--- config.mk ---
export PLATFORM = sky130hd
export DESIGN_NAME = gray_rr_sched
export DESIGN_NICKNAME = d
export VERILOG_FILES = /design/src/rtl/gray_rr_sched.sv
export SDC_FILE = /design/constraint.sdc
export NUM_CORES = 1
export LEC_CHECK = 0
export ABC_CLOCK_PERIOD_IN_PS = 2810
export CORE_AREA = 2 2 67 69
export DETAILED_ROUTE_END_ITERATION = 8
export DIE_AREA = 0 0 69 71
export PLACE_DENSITY_LB_ADDON = 0.1
export SYNTH_ARGS = -nofsm -noshare
export SYNTH_HDL_FRONTEND = slang
export SYNTH_SLANG_ARGS = --single-unit
--- constraint.sdc ---
create_clock -name clk -period 2.81 [get_ports clk]
set_clock_uncertainty 0.15 [all_clocks]
set_input_delay 0.7025 -clock clk [delete_from_list [all_inputs] [get_ports clk]]
set_output_delay 0.7025 -clock clk [all_outputs]
set_load 0.02 [all_outputs]
--- src/rtl/gray_rr_sched.sv ---
// rtl/gray_rr_sched.sv - round-robin requester scheduler capturing a binary operand and its Gray code
// Optional transaction counter enabled by macro GRAY_RR_SCHED_CNT_EN.
module gray_rr_sched #(
    parameter int WIDTH = 4
) (
    input  logic               clk,
    input  logic               rst_n,
    input  logic [3:0]         req_valid,
    input  logic [4*WIDTH-1:0] req_data,
    output logic [3:0]         req_ready,
    output logic               out_valid,
    input  logic               out_ready,
    output logic [WIDTH-1:0]   out_bin,
    output logic [WIDTH-1:0]   out_gray,
    output logic [1:0]         out_src,
`ifdef GRAY_RR_SCHED_CNT_EN
    output logic [7:0]         txn_count,
`endif
    output logic               busy
);

    typedef enum logic {
        IDLE = 1'b0,
        HOLD = 1'b1
    } state_t;

    state_t     state;
    logic [1:0] ptr;
    logic [3:0] grant;
    logic [1:0] grant_idx;
    logic       grant_found;
    logic [1:0] scan_idx;
    logic [WIDTH-1:0] sel_bin;

    // Scan upward from ptr with wrap; first asserted request wins.
    always_comb begin
        grant       = 4'b0000;
        grant_idx   = 2'd0;
        grant_found = 1'b0;
        scan_idx    = 2'd0;
        for (int k = 0; k < 4; k++) begin
            scan_idx = ptr + 2'(k);
            if (!grant_found && req_valid[scan_idx]) begin
                grant[scan_idx] = 1'b1;
                grant_idx       = scan_idx;
                grant_found     = 1'b1;
            end
        end
    end

    assign sel_bin   = req_data[grant_idx*WIDTH +: WIDTH];
    assign req_ready = (state == IDLE) ? grant : 4'b0000;

    always_ff @(posedge clk or negedge rst_n) begin
        if (!rst_n) begin
            state     <= IDLE;
            ptr       <= 2'd0;
            out_valid <= 1'b0;
            busy      <= 1'b0;
            out_bin   <= '0;
            out_gray  <= '0;
            out_src   <= 2'd0;
        end else begin
            case (state)
                IDLE: begin
                    if (grant_found) begin
                        state     <= HOLD;
                        out_valid <= 1'b1;
                        busy      <= 1'b1;
                        out_bin   <= sel_bin;
                        out_gray  <= sel_bin ^ (sel_bin >> 1);
                        out_src   <= grant_idx;
                    end
                end
                HOLD: begin
                    // No new grant on the handshake edge; the next pick starts after the owner.
                    if (out_ready) begin
                        state     <= IDLE;
                        out_valid <= 1'b0;
                        busy      <= 1'b0;
                        ptr       <= out_src + 2'd1;
                    end
                end
                default: begin
                    state     <= IDLE;
                    out_valid <= 1'b0;
                    busy      <= 1'b0;
                end
            endcase
        end
    end

`ifdef GRAY_RR_SCHED_CNT_EN
    always_ff @(posedge clk or negedge rst_n) begin
        if (!rst_n) begin
            txn_count <= 8'd0;
        end else if (state == HOLD && out_ready) begin
            txn_count <= txn_count + 8'd1;
        end
    end
`endif

endmodule

==> metrics, run 1 <==
hold_ws=346 ps; Num CTS Buffers=3; worst-path cell chain=buf_6 > and2b_2 > nor3b_4 > a31oi_4 > buf_6 > a221o_1 > o21ai_1 > a21oi_2 > buf_4; worst-path maximum fanout=4; H-tree depth=1; worst skew pair latency=240 ps; die extent in y=71 microns; DR DRC count=0; Routed WL=3780 microns; DR WL/cell=14.3 microns; Clock Sinks=13; number of synthesized flops with an enable pin=0; GRT overflow=0; crit share post-route=1.06; Startpoint Class=input pin; Syn Area/Cell=8.70 sq um; Main synth FF type=dfrtp_1; CTS Buffer Depth=2; Net Count, Synth=183; share of layout cells above drive strength 1=0.297; DP Wirelength=2940 microns; VDD IR-drop max=0.000490 V; commonest non-fill, non-tap cells in the layout=clkdlybuf4s50_1, buf_4, nand2_1, mux2i_1, dfrtp_1; TritonCTS clock tree=yes; synthesis-to-layout area growth=57.3%; Starting Density=0.315; Lkg Pwr=0.894 nW; CP Class=in -> out; P_sw=947 uW; sw frac=0.446; Fmax=337 MHz; Async S/R FF share, synth=1.00; cell-internal power=1.18 mW; placed cell areas=1940 sq um; clock slew at reported path FFs=50 ps; post-layout net count=244; slowest cell delay on critical path=330 ps; worst hold path type=reg -> reg; Critical Path RT=1960 ps; Vias/cell=5.09; commonest non-fill, non-tap cell in the layout=clkdlybuf4s50_1; initial antenna violation count=0; crit path capture type=output port; Routability Congestion=0.836; netlist area before placement=1320 sq um; Std-Cell Rows=24; Seq/Total Area, Yosys=0.246; Final ANT Viol Nets=0; via count=1,344; largest net degree at the start of global routing=18; Root Buffer=clkbuf_8; Worst Slack Setup Final=-157 ps; design area=2080 sq um; die area=4900 sq um; register bit count reported by yosys=13; final-report setup violation count=4; cts hold-fix bufs=0; synth unique cells=44; number of global-route vias before repair=1,380; DRT Pass-1 Iters=4; CP arrival=2110 ps; first-pass GRT wire length=6300 microns; logic gate share of total power=0.765; Seq pwr share=0.159; # diodes=0; Final min period=2970 ps; CP max-delay cell=a221o_1; RSZ-0062 raised after global routing=true; power density cells=1020 nW/um^2; die width=69 microns; Max-slew headroom=0.621; Std-Cell Core Area=4200 sq um; Clk network pwr share=0.076; final slew viol count=0; max-cap violations=0; warnings from Yosys=0; global-route usage over all layers=0.153; DR iter-0 viols=34; Final Power=2.12 mW; outcome=finished with violations; worst slew pin tran=567 ps; CP dominant cell by count=buf_6; Port Buf Inserts=38; Hold Vio Cnt, Final=0; I/O Pins=39; Post-Syn Instances=152; failing checks=negative setup slack
-- layout make-up --
type	count	area, sq um
timing repair buffer	67	603
fill	399	2120
multi-input combinational	125	1020
tap	52	65.1
clock buffer	4	45.0
sequential	13	327
inverter	3	18.8
-- kinds of logic after synthesis --
family                   Yosys count  synth area share
adder cells (fa/ha/maj)            8            0.0757
multiplexers                      17             0.130
AO/OA/AOI/OAI                     45             0.250
buffers and inverters             14            0.0691
XOR/XNOR                          11            0.0729
flip-flops                        13             0.246
AND/OR/NAND/NOR                   44             0.157
-- worst max-delay path: cells and delay by family --
family                 cells  cell delay (ps)
and+or+nand+nor            2              450
AOI/OAI and AO/OA          4              550
buffers and inverters      3              410
-- synthesized netlist by cell type (4+ instances only) --
library cell	instances	area share
o221ai_1	4	0.026
a21oi_1	9	0.034
o21ai_0	8	0.030
ha_1	8	0.076
a221o_1	4	0.030
nand2_1	22	0.062
nor2_1	5	0.014
dfrtp_1	13	0.25
mux2i_1	16	0.12
xnor2_1	9	0.060
-- flip-flops by register name, summed over array words and instances (netlist names) --
signal    cells
state         1
out_src       2
out_bin       4
ptr           2
busy          1
out_gray      3
-- per-layer routing --
layer	GRT usage	vias to the layer above	share of wire
met1	0.188	628	0.43
met5	0	-	0
met2	0.283	36	0.51
met4	0.0327	0	0.010
met3	0.0199	6	0.045
li1	-	674	-
-- through the flow --
stage                     setup TNS (ps)   util  setup slack, ps  instances
after floorplan                        0      -            0.612        152
after global placement             -4970  0.462             -900        256
after detailed placement           -5290  0.462             -978        256
after CTS                           -603  0.487             -171        264
after global routing                -835  0.495             -217        264
final                               -567  0.495             -157        264
-- final timing paths --
| path | startpoint | endpoint | slack, ps | depth (start not counted) |
|---|---|---|---|---|
| max | req_valid[1] | req_ready[2] | -160 | 9 |
| min | out_bin[0]$_DFFE_PN0P_ | out_bin[0]$_DFFE_PN0P_ | 350 | 2 |
| max reg2reg | ptr[0]$_DFFE_PN0P_ | out_gray[2]$_DFFE_PN0P_ | 340 | 11 |
| min reg2reg | out_bin[0]$_DFFE_PN0P_ | out_bin[0]$_DFFE_PN0P_ | 350 | 2 |
| max in group asynchronous | rst_n | ptr[0]$_DFFE_PN0P_ | 1420 | 1 |
| min in group asynchronous | rst_n | out_gray[1]$_DFFE_PN0P_ | 680 | 1 |
-- repair_timing --
item	CTS	global route
pin swaps	9	5
buffers inserted	4	0
setup endpoints to repair	5	4
cloned	0	0
resized for setup	43	9
-- power by group through the flow --
stage                     registers [mW]  clock network, mW  logic, mW
final                              0.338              0.162       1.62
after global routing               0.353              0.174       1.73
after floorplan                    0.407                  0      0.944
after CTS                          0.338              0.167       1.56
after global placement             0.338                  0       1.46
after detailed placement           0.338                  0       1.48
No activity file was read; power rests on OpenSTA's default activity.
==> run 2: changes to the inputs <==
--- a/config.mk
+++ b/config.mk
@@ -10,6 +10,7 @@
 export DETAILED_ROUTE_END_ITERATION = 8
 export DIE_AREA = 0 0 69 71
 export PLACE_DENSITY_LB_ADDON = 0.1
+export SLEW_MARGIN = 40
 export SYNTH_ARGS = -nofsm -noshare
 export SYNTH_HDL_FRONTEND = slang
 export SYNTH_SLANG_ARGS = --single-unit
==> results of run 2 <==
No change in the layout: final DEF, timing and power equal those of run 1.
